<file path="src/rtl/call_latch_pkg.sv">
// Shared constants for the elevator call latch: default floor count,
// elevator_status bit positions and the floor / pending count width.
package call_latch_pkg;

    localparam int N_FLOOR_DEF = 8;
    localparam int FLOOR_W     = 4;

    localparam int ST_UP    = 3;
    localparam int ST_DOWN  = 2;
    localparam int ST_OPEN  = 1;
    localparam int ST_CLOSE = 0;

endpackage

</file>
<file path="src/rtl/call_latch_sync_edge.sv">
// Multi-stage synchroniser followed by a "previous" flop; rise is a
// one-cycle pulse on each 0->1 transition of the synchronised level.
module sync_edge #(
    parameter int W      = 8,
    parameter int STAGES = 2
) (
    input  logic         clk,
    input  logic         rst_n,
    input  logic [W-1:0] din,
    output logic [W-1:0] rise
);

    logic [W-1:0] sync_q [STAGES];
    logic [W-1:0] sync_d [STAGES];
    logic [W-1:0] prev_q;
    logic [W-1:0] prev_d;

    always_comb begin
        sync_d[0] = din;
        for (int s = 1; s < STAGES; s++) begin
            sync_d[s] = sync_q[s-1];
        end
        prev_d = sync_q[STAGES-1];
    end

    always_ff @(posedge clk or negedge rst_n) begin
        if (!rst_n) begin
            for (int s = 0; s < STAGES; s++) begin
                sync_q[s] <= '0;
            end
            prev_q <= '0;
        end else begin
            for (int s = 0; s < STAGES; s++) begin
                sync_q[s] <= sync_d[s];
            end
            prev_q <= prev_d;
        end
    end

    // A level held through reset release shows up as a single rising edge.
    assign rise = sync_q[STAGES-1] & ~prev_q;

endmodule

</file>
<file path="src/rtl/call_latch.sv">
// Hall-call and car-button request latches with registered above/below/here
// summaries. Define CALL_CANCEL_EN to let a re-press cancel a car request.
module call_latch
    import call_latch_pkg::*;
#(
    parameter int N_FLOOR     = N_FLOOR_DEF,
    parameter int SYNC_STAGES = 2
) (
    input  logic               CLK,
    input  logic               RST,
    input  logic [N_FLOOR-1:0] up_btn,
    input  logic [N_FLOOR-1:0] down_btn,
    input  logic [N_FLOOR-1:0] car_btn,
    input  logic [FLOOR_W-1:0] floor,
    input  logic [3:0]         elevator_status,
    output logic [N_FLOOR-1:0] up_call,
    output logic [N_FLOOR-1:0] down_call,
    output logic [N_FLOOR-1:0] floor_btn,
    output logic               req_above,
    output logic               req_below,
    output logic               req_here,
    output logic [FLOOR_W-1:0] pending_cnt
);

    localparam logic [FLOOR_W-1:0] N_FLOOR_L = FLOOR_W'(N_FLOOR);

    logic [N_FLOOR-1:0] up_rise, down_rise, car_rise;

    sync_edge #(.W(N_FLOOR), .STAGES(SYNC_STAGES)) u_sync_up (
        .clk(CLK), .rst_n(RST), .din(up_btn), .rise(up_rise)
    );
    sync_edge #(.W(N_FLOOR), .STAGES(SYNC_STAGES)) u_sync_down (
        .clk(CLK), .rst_n(RST), .din(down_btn), .rise(down_rise)
    );
    sync_edge #(.W(N_FLOOR), .STAGES(SYNC_STAGES)) u_sync_car (
        .clk(CLK), .rst_n(RST), .din(car_btn), .rise(car_rise)
    );

    logic [N_FLOOR-1:0] up_q, up_d;
    logic [N_FLOOR-1:0] down_q, down_d;
    logic [N_FLOOR-1:0] car_q, car_d;
    logic               above_q, above_d;
    logic               below_q, below_d;
    logic               here_q, here_d;
    logic [FLOOR_W-1:0] cnt_q, cnt_d;

    logic               floor_ok;
    logic               open_ok;
    logic               st_up, st_dn;
    logic [N_FLOOR-1:0] at_floor;
    logic [N_FLOOR-1:0] clr_up, clr_dn, clr_car;
    logic [N_FLOOR-1:0] car_next;
    logic [N_FLOOR-1:0] any_req;

    always_comb begin
        floor_ok = (floor < N_FLOOR_L);
        open_ok  = elevator_status[ST_OPEN] & floor_ok;
        st_up    = elevator_status[ST_UP];
        st_dn    = elevator_status[ST_DOWN];
        for (int i = 0; i < N_FLOOR; i++) begin
            at_floor[i] = (FLOOR_W'(i) == floor);
        end
        // Idle and the illegal up+down encoding both clear both hall bits.
        clr_car = open_ok ? at_floor : '0;
        clr_up  = (open_ok && (st_up || !st_dn)) ? at_floor : '0;
        clr_dn  = (open_ok && (st_dn || !st_up)) ? at_floor : '0;

`ifdef CALL_CANCEL_EN
        car_next = car_q ^ car_rise;
`else
        car_next = car_q | car_rise;
`endif

        car_d  = car_next & ~clr_car;
        up_d   = (up_q | up_rise) & ~clr_up;
        down_d = (down_q | down_rise) & ~clr_dn;
        up_d[N_FLOOR-1] = 1'b0;
        down_d[0]       = 1'b0;
    end

    always_comb begin
        any_req = up_q | down_q | car_q;
        above_d = 1'b0;
        below_d = 1'b0;
        here_d  = 1'b0;
        cnt_d   = '0;
        for (int i = 0; i < N_FLOOR; i++) begin
            cnt_d = cnt_d + FLOOR_W'(any_req[i]);
            if (FLOOR_W'(i) > floor) begin
                above_d = above_d | any_req[i];
            end
            if (FLOOR_W'(i) < floor) begin
                below_d = below_d | any_req[i];
            end
            if (FLOOR_W'(i) == floor) begin
                here_d = here_d | any_req[i];
            end
        end
    end

    always_ff @(posedge CLK or negedge RST) begin
        if (!RST) begin
            up_q    <= '0;
            down_q  <= '0;
            car_q   <= '0;
            above_q <= 1'b0;
            below_q <= 1'b0;
            here_q  <= 1'b0;
            cnt_q   <= '0;
        end else begin
            up_q    <= up_d;
            down_q  <= down_d;
            car_q   <= car_d;
            above_q <= above_d;
            below_q <= below_d;
            here_q  <= here_d;
            cnt_q   <= cnt_d;
        end
    end

    assign up_call     = up_q;
    assign down_call   = down_q;
    assign floor_btn   = car_q;
    assign req_above   = above_q;
    assign req_below   = below_q;
    assign req_here    = here_q;
    assign pending_cnt = cnt_q;

endmodule

</file>
<file path="config.mk">
export PLATFORM = sky130hd
export DESIGN_NAME = call_latch
export DESIGN_NICKNAME = d
export VERILOG_FILES = /design/src/rtl/call_latch_pkg.sv /design/src/rtl/call_latch_sync_edge.sv /design/src/rtl/call_latch.sv
export SDC_FILE = /design/constraint.sdc
export NUM_CORES = 1
export LEC_CHECK = 0
export BUFFER_PORTS_ARGS = -buffer_cell sky130_fd_sc_hd__buf_2
export CORE_ASPECT_RATIO = 0.9
export CORE_UTILIZATION = 35
export CTS_BUF_LIST = sky130_fd_sc_hd__clkbuf_2 sky130_fd_sc_hd__clkbuf_4 sky130_fd_sc_hd__clkbuf_8
export DETAILED_ROUTE_END_ITERATION = 10
export GPL_TIMING_DRIVEN = 1
export MAX_ROUTING_LAYER = met4
export PLACE_DENSITY = 0.52
export RECOVER_POWER = 100
export SETUP_SLACK_MARGIN = 0.5
export SYNTH_ARGS = -nofsm -noshare
export SYNTH_HDL_FRONTEND = slang
export SYNTH_SLANG_ARGS = --single-unit
</file>
<file path="constraint.sdc">
create_clock -name CLK -period 5.7 [get_ports CLK]
set_input_delay 1.14 -clock CLK [delete_from_list [all_inputs] [get_ports CLK]]
set_output_delay 1.14 -clock CLK [all_outputs]
set_load 0.02 [all_outputs]
</file>
==> impl_metrics.yaml, run 1 <==
route:
  totalWireLength_um: 5820
  vias: 1924
  ant_nets: 0
  firstDrtPassIters: 5
  wl_per_cell_um: 13.5
  drc: 0
  drt_iter0_markers: 70
  viasPerCell: 4.44
place:
  portBuffers: 59
  hpwlAfterDp_um: 4150
  gp_congestion: 0.818
clock_network:
  clk_latency_ns: 0.37
  numCtsBuffers: 9
  cts_tree: "done"
  cts_resized: 0
  clk_root_buffer_cell: "clkbuf_8"
  cts_sinks: 95
  postCtsHoldBufs: 0
  postCtsSetupRepairBufs: 0
  clock_path_buffers: 2
  htree_num_levels: 3
  path_clk_slew_ns: 0.09
floorplan:
  die_y_um: 92.7
  start_util: 0.367
  die_w_um: 103
  io_pins: 65
  dieArea_mm2: 0.00954
  fp.coreArea_mm2: 0.00873
  rows: 32
final_layout:
  drive_gt1_frac: 0.140
  nFillCells: 882
  final_util: 0.432
  antenna_cells: 0
  fin_nets: 350
  area_growth_pct: 17.7
min_path:
  min_path_cells: 0
  min_from: "u_sync_up.sync_d[2]"
  hp-class: "reg2reg"
  min_to: "u_sync_up.prev_d[2]"
worst_setup_path:
  start_kind: "input pin"
  crit_arrival_ns: 4.01
  crit_chain: "clkbuf_1 > clkbuf_2"
  crit_buf_inv: 2
  cp_max_fo: 49
  reg2reg_slack_ns: 2.21
  cp_slowest_cell: "clkbuf_1"
  r2r-start: "down_call[1]"
  r2r_end: "pending_cnt[2]"
  r2r_cells: 11
  critPathKind: "in2async"
  end_kind: "asynchronous set/reset pin"
  cp_data_required_time_ns: 6.02
  crit_path_max_incr_delay_ns: 1.69
  crit_family: "buffers and inverters"
yosys:
  synth_top_family_by_area: "compound AO/OA/AOI/OAI gates"
  synthAdderAreaFrac: 0.0367
  synth-xor-area-share: 0.00274
  synthSimpleGateAreaFrac: 0.0531
  synthFlopType: "dfrtp_1"
  synth.area.top_cells: "dfrtp_1 (74%), a21oi_1 (7.2%), inv_1 (4.1%)"
  async_reset_ff_frac: 1.00
  yosysSeqAreaShare: 0.742
  yosys-mux-area-fraction: 0.00703
  synthTopCellsByCount: "dfrtp_1 (95), a21oi_1 (46), inv_1 (35)"
  synth_top_area_share: 0.742
  yosysWarnings: 0
  yosys.area.top_type: "dfrtp_1"
  synth_edf_count: 0
  synth.distinct_cells: 31
  syn_area_mm2: 0.00320
  ys_ff_latch: 95
  synth-compound-area-share: 0.105
  post-synth-top-count-cell: "dfrtp_1"
  postSynthCellCount: 242
  synth_area_per_cell_um2: 13.2
timing:
  rsz0062_at_grt: "no"
  drv_slew: 48
  fmax_mhz: 271
  fin_crit_ns: 3.69
  final_hold_viol_count: 0
  worst_slew_pin_slew_ns: 2.43
  clock_skew_ns: 0.0121
  setup_viol: 0
  post-route-period-util: 0.648
  slew-limit-headroom: -0.618
  setup_tns_ns: 0
grt:
  grt_max_degree: 50
  grt_usage: 0.146
  grt_pass1_wl_um: 9670
  grt_overflow: 0
  grt_antenna_before_repair: 0
  grt_pass1_vias: 1913
power_and_ir_drop:
  p_leak_nw: 1.64
  p_clk_frac: 0.343
  ir_worst_vdd_mv: 0.209
  p_switching_w: 0.000303
  p_comb_frac: 0.060
  power.internal_w: 0.000904
  power_density_mw_per_mm2: 320
  swShare: 0.251
  sequentialPowerShare: 0.598
run:
  drv_cap: 1
outcome:
  status: "complete, but fails checks"
  violations: "max-capacitance violations, max-slew violations"
## cells in the final DEF, fill, tap and decap left out, types with 2 or more instances in the layout
master,synthesis,final
nor2b_1,2,2
inv_1,35,35
a21boi_0,1,2
clkbuf_8,0,10
clkinvlp_4,0,2
nand2_1,5,5
dfrtp_1,95,95
inv_8,0,2
o21ai_0,4,4
buf_2,0,26
nand3_1,2,2
nand2b_1,3,3
a21oi_1,46,46
conb_1,1,2
clkbuf_1,2,33
a31oi_1,2,2
fa_1,4,4
nor2_1,9,9
nor4_1,2,2
o22ai_1,3,3
nor3_1,9,9
ha_1,3,3
## stage by stage
| stage | worst slack [ns] | instances | area [um2] | hold WS (ns) | total power (W) |
|---|---|---|---|---|---|
| 2_1_floorplan | 2.37 | 243 | 3210 | 0.331 | 0.000768 |
| 3_3_place_gp | 2.25 | 417 | 3630 | 0.331 | 0.000811 |
| 3_5_place_dp | 2.20 | 417 | 3630 | 0.335 | 0.000812 |
| 4_1_cts | 2.18 | 433 | 3810 | 0.349 | 0.00124 |
| 5_1_grt | 1.34 | 433 | 3770 | 0.360 | 0.00127 |
| 6_report | 2.01 | 433 | 3770 | 0.348 | 0.00121 |
## area by class of cell
cell class	count	area, um2	area share
Multi-Input combinational cell	108	663	0.176
Clock inverter	6	51.3	0.0136
Timing Repair Buffer	60	259	0.0687
Tap cell	119	149	0.0395
Inverter	35	131	0.0349
Clock buffer	10	138	0.0365
Sequential cell	95	2380	0.631
## cell families after synthesis
logic type / count (synthesis)
mux: 1
flops: 95
compound gates: 62
fa+ha+maj: 7
buf+inv: 40
xor+xnor: 1
other cells: 1
simple gates: 35
## registers in the layout, summed over array words and instances, names as in the netlist, 4 cells and up
register and flops:
down_call 7, floor_btn 8, pending_cnt 4, u_sync_car.prev_d 8
u_sync_car.prev_q 8, u_sync_car.sync_d 8, u_sync_down.prev_d 7, u_sync_down.prev_q 7
u_sync_down.sync_d 7, u_sync_up.prev_d 7, u_sync_up.prev_q 7, u_sync_up.sync_d 7
up_call 7
## per-layer routing
metal,track usage,share of wire,vias up
li1,-,-,922
met1,0.206,0.50,942
met2,0.186,0.43,49
met3,0.0506,0.051,11
met4,0.0669,0.020,0
met5,-,0,-
## power groups by stage
stage | Clock [W] | Combinational, W | Sequential, W
2_1_floorplan | 0 | 0.0000243 | 0.000743
3_3_place_gp | 0 | 0.0000764 | 0.000734
3_5_place_dp | 0 | 0.0000771 | 0.000735
4_1_cts | 0.000436 | 0.0000775 | 0.000722
5_1_grt | 0.000461 | 0.0000817 | 0.000727
6_report | 0.000414 | 0.0000719 | 0.000722
## worst max path at each step
stage                     cells past startpoint          from  slack [ns]              endpoint
after floorplan                              11  down_call[1]        2.37        pending_cnt[2]
after global placement                       11  down_call[1]        2.25        pending_cnt[2]
after detailed placement                     11  down_call[1]        2.20        pending_cnt[2]
after CTS                                    11  down_call[1]        2.18        pending_cnt[2]
after global routing                          2           RST        1.34  u_sync_car.prev_d[0]
final                                         2           RST        2.01            up_call[0]
No activity file was read; power rests on OpenSTA's default activity.
==> inputs of run 2 (changes only) <==
Settings changed: PLACE_DENSITY 0.52 to 0.54.
Clock period 5.7 ns to 3.3 ns, I/O delays scaled along.
==> run 2 against run 1 <==
Against the previous run:
- the run now ends clean
- global-route usage is 0.19 points lower
- largest power group unchanged
- flip-flop and latch count stayed put
- total power is 83% higher
- sequential share of layout area is 2.0 points lower
- critical endpoint is now pending_cnt[1]
- hold slack better by 0.0066 ns
- first-iteration DRC count is 5.7% lower
- largest cell class unchanged
- sequential power is 73% higher
- cell count is 1.4% higher
- critical path depth is 9 higher
- final area is 3.4% higher
==> impl_metrics.yaml, run 2 (same netlist as run 1, synthesis figures left out) <==
outcome:
  status: "finished, final reports clean"
clock_network:
  clk_root_buffer_cell: "clkbuf_8"
  clk_latency_ns: 0.36
  cts_sinks: 95
  htree_num_levels: 3
  clock_path_buffers: 2
  cts_tree: "done"
  path_clk_slew_ns: 0.09
  numCtsBuffers: 9
floorplan:
  start_util: 0.367
  rows: 32
  fp.coreArea_mm2: 0.00873
  io_pins: 65
  die_w_um: 103
  die_y_um: 92.7
  dieArea_mm2: 0.00954
timing:
  clock_skew_ns: 0.0113
  fin_crit_ns: 3.05
  final_hold_viol_count: 0
  setup_tns_ns: 0
  fmax_mhz: 328
  worst_slew_pin_slew_ns: 1.36
  slew-limit-headroom: 0.0930
  rsz0062_at_grt: "yes"
  drv_slew: 0
  post-route-period-util: 0.924
  setup_viol: 0
route:
  viasPerCell: 4.49
  drt_iter0_markers: 66
  drc: 0
  wl_per_cell_um: 13.4
  vias: 1973
  totalWireLength_um: 5890
  ant_nets: 0
  firstDrtPassIters: 5
worst_setup_path:
  crit_family: "adder cells"
  cp.depth: 11
  end_kind: "register"
  crit_chain: "nor3_4 > inv_1 > fa_1 > fa_1 > inv_1 > fa_2 > inv_2 > ha_4 > inv_2 > fa_2 > inv_1"
  cp_slowest_cell: "fa_1"
  r2r_cells: 11
  crit_path_max_incr_delay_ns: 0.52
  crit_top_cell: "inv_1"
  crit_arrival_ns: 3.30
  cp_max_fo: 2
  cp_data_required_time_ns: 3.55
  crit_buf_inv: 5
  start_kind: "register"
  critPathKind: "reg2reg"
power_and_ir_drop:
  ir_worst_vdd_mv: 0.309
  power_density_mw_per_mm2: 568
  p_leak_nw: 1.71
final_layout:
  nFillCells: 866
  final_util: 0.446
  fin_nets: 356
  antenna_cells: 0
  drive_gt1_frac: 0.200
  area_growth_pct: 21.7
  final_cell_mix: "dfrtp_1 (92), a21oi_1 (45), inv_1 (32), clkbuf_1 (32), buf_2 (27)"
  layout_commonest_cell: "dfrtp_1"
min_path:
  min_path_cells: 0
  hp-class: "reg2reg"
grt:
  grt_pass1_wl_um: 9840
  grt_usage: 0.144
  grt_pass1_vias: 1998
  grt_overflow: 0
  grt_antenna_before_repair: 0
  grt_max_degree: 57
run:
  drv_cap: 0
place:
  gp_congestion: 0.846
  hpwlAfterDp_um: 4070
  portBuffers: 59
-- run 2: area by class of cell --
type	instances	area, um2	area share
clock buffers	10	131	0.0337
clock inverters	6	91.3	0.0234
inverters	35	131	0.0337
multi-input cells	108	709	0.182
flip-flops and latches	95	2380	0.611
well taps	119	149	0.0382
repair buffers	66	303	0.0777
-- run 2: stage by stage --
step	worst slack, ns	cell area (um2)	instances	power, W	hold slack (ns)
2_1_floorplan	0.237	3240	243	0.00133	0.331
3_3_place_gp	0.178	3690	419	0.00141	0.332
3_5_place_dp	0.126	3690	419	0.00141	0.335
4_1_cts	0.223	3940	439	0.00225	0.357
5_1_grt	0.0690	3900	439	0.00231	0.361
6_report	0.252	3900	439	0.00221	0.354
-- run 2: where the power goes --
group	internal [W]	total, W	leakage (nW)	switching (W)
clock network	0.000441	0.000836	0.115	0.000395
logic	0.0000381	0.000128	0.545	0.0000896
registers	0.00122	0.00125	1.05	0.0000288
total	0.00170	0.00221	1.71	0.000513
-- run 2: worst paths after layout --
path / start / to / slack (ns)
max: up_call[3] / pending_cnt[1] / 0.25
min: u_sync_car.sync_d[4] / u_sync_car.prev_d[4] / 0.35
max reg2reg: up_call[3] / pending_cnt[1] / 0.25
min reg2reg: u_sync_car.sync_d[4] / u_sync_car.prev_d[4] / 0.35
max in group asynchronous: RST / u_sync_up.prev_d[4] / 1.09
min in group asynchronous: RST / u_sync_down.sync_d[5] / 0.60
-- run 2: per-layer routing --
metal | part of all wire | track usage | wire length, um | vias to the layer above
met5 | 0 | - | 0 | -
met4 | 0.012 | 0.0599 | 70 | 0
met3 | 0.077 | 0.0468 | 452 | 10
met2 | 0.43 | 0.196 | 2530 | 70
met1 | 0.48 | 0.197 | 2840 | 959
li1 | - | - | - | 934
-- run 2: repair_timing --
action | in CTS | in global routing
buffers inserted | 4 | 0
setup endpoints to repair | 3 | 3
hold buffers | 0 | 0
gates resized for setup | 0 | 6
pin swaps | 2 | 0
==> inputs of run 3 (changes only) <==
Settings changed: CORE_MARGIN set to 2, PLACE_DENSITY 0.54 to 0.61.
==> run 3 against run 2 <==
Against the previous run:
- global-route usage down 0.84 points
- cell count is 2.3% higher
- combinational power barely moved
- maximum frequency down 1.2%
- clock-buffer cell count is 1 lower
- via count up 1.3%
- setup slack lost 0.036 ns
- critical path depth stayed put
- first-iteration DRC count is 6.1% higher
- critical endpoint unchanged
- highest routed layer unchanged
==> impl_metrics.yaml, run 3 (same netlist as run 1, synthesis figures left out) <==
outcome:
  status: "finished, final reports clean"
worst_setup_path:
  cp_slowest_cell: "fa_2"
  crit_path_max_incr_delay_ns: 0.51
  cp_data_required_time_ns: 3.56
  startpoint: "floor_btn[3]"
  crit_family: "adder cells"
  crit_arrival_ns: 3.34
  r2r-start: "floor_btn[3]"
  start_kind: "register"
  cp_max_fo: 2
  critPathKind: "reg2reg"
  end_kind: "register"
  crit_top_cell: "inv_1"
  crit_buf_inv: 5
  crit_chain: "nor3_4 > inv_1 > fa_1 > fa_1 > inv_1 > fa_1 > inv_1 > ha_1 > inv_2 > fa_2 > inv_1"
place:
  dpl_cell_area_mm2: 0.00368
  gp_congestion: 0.913
  hpwlAfterDp_um: 4270
  portBuffers: 59
min_path:
  hp-class: "reg2reg"
  min_from: "u_sync_car.sync_d[6]"
timing:
  worst_slew_pin_slew_ns: 1.48
  post-route-period-util: 0.935
  setup_tns_ns: 0
  drv_slew: 0
  setup_viol: 0
  final_hold_viol_count: 0
  slew-limit-headroom: 0.0157
  clock_skew_ns: 0.0111
  fmax_mhz: 324
  fin_crit_ns: 3.08
  rsz0062_at_grt: "yes"
grt:
  grt_overflow: 0
  grt_usage: 0.135
  grt_antenna_before_repair: 0
  grt_pass1_vias: 1980
  grt_max_degree: 63
  grt_pass1_wl_um: 9790
route:
  ant_nets: 0
  drc: 0
  totalWireLength_um: 6150
  vias: 1998
  firstDrtPassIters: 4
  drt_iter0_markers: 70
  viasPerCell: 4.45
  wl_per_cell_um: 13.7
floorplan:
  start_util: 0.356
  die_w_um: 105
  io_pins: 65
  fp.coreArea_mm2: 0.00900
  die_y_um: 94.7
  rows: 33
  dieArea_mm2: 0.00993
clock_network:
  cts_sinks: 95
  htree_num_levels: 3
  cts_tree: "done"
  clk_root_buffer_cell: "clkbuf_8"
  numCtsBuffers: 9
  clock_path_buffers: 2
  path_clk_slew_ns: 0.09
  postCtsHoldBufs: 0
  clk_latency_ns: 0.36
power_and_ir_drop:
  p_leak_nw: 1.74
  power_density_mw_per_mm2: 562
  ir_worst_vdd_mv: 0.273
final_layout:
  drive_gt1_frac: 0.199
  final_cell_mix: "dfrtp_1 (91), a21oi_1 (45), clkbuf_1 (36), inv_1 (33), buf_2 (25)"
  nFillCells: 891
  area_growth_pct: 23.1
  fin_nets: 363
  layout_commonest_cell: "dfrtp_1"
  antenna_cells: 0
  design_area_mm2: 0.00394
run:
  drv_cap: 0
## run 3: cell count changes in the layout (fill, tap and decap cells not counted), moves of 2 or more
| cell | change |
|---|---|
| buf_4 | +6 |
| clkbuf_1 | +4 |
| buf_2 | -2 |
| clkinv_4 | +2 |
## run 3: repair_timing
item,in CTS,in global routing
resized for setup,2,1
setup buffers,6,4
setup endpoints to repair,3,3
cloned,0,0
pin swaps,2,1
## run 3: power breakdown
part,switching [W],total [W],internal [W]
Sequential,0.0000284,0.00125,0.00122
Combinational,0.0000910,0.000131,0.0000399
Clock,0.000399,0.000835,0.000436
Total,0.000519,0.00221,0.00170
## run 3: area by class of cell
cell class / count / area [um2] / area share
multi-input cells: 108 / 699 / 0.177
clock buffers: 9 / 124 / 0.0314
flip-flops and latches: 95 / 2380 / 0.604
well taps: 122 / 153 / 0.0387
inverters: 35 / 131 / 0.0333
clock inverters: 7 / 104 / 0.0263
repair buffers: 73 / 348 / 0.0883
## run 3: worst paths after layout
| check | endpoint | depth (start not counted) | slack [ns] |
|---|---|---|---|
| max | pending_cnt[1] | 11 | 0.22 |
| max in group asynchronous | u_sync_car.prev_q[1] | 2 | 1.08 |
| min reg2reg | u_sync_car.prev_d[6] | 0 | 0.35 |
| min | u_sync_car.prev_d[6] | 0 | 0.35 |
| max reg2reg | pending_cnt[1] | 11 | 0.22 |
| min in group asynchronous | u_sync_car.prev_q[0] | 1 | 0.66 |
## run 3: per-layer routing
layer	up-vias	part of all wire	global-route usage
met3	14	0.075	0.0635
met2	64	0.47	0.201
met1	962	0.43	0.163
li1	958	-	-
met4	0	0.020	0.0500
met5	-	0	-
## run 3: metrics by stage
step / util / instances / worst slack, ns / hold WS [ns] / power, W
global placement: 0.409 / 423 / 0.189 / 0.333 / 0.00140
CTS: 0.440 / 445 / 0.234 / 0.356 / 0.00226
finish: 0.438 / 449 / 0.216 / 0.354 / 0.00221
global route: 0.438 / 449 / 0.0897 / 0.361 / 0.00232
floorplan: - / 243 / 0.237 / 0.331 / 0.00133
detailed placement: 0.409 / 423 / 0.135 / 0.335 / 0.00141
## run 3: worst reg2reg max path: stages, from the launching register on
cell	delay [ns]
dfrtp_2	0.43
nor3_4	0.20
inv_1	0.10
fa_1	0.47
fa_1	0.49
inv_1	0.05
fa_1	0.43
inv_1	0.07
ha_1	0.17
inv_2	0.04
fa_2	0.51
inv_1	0.03
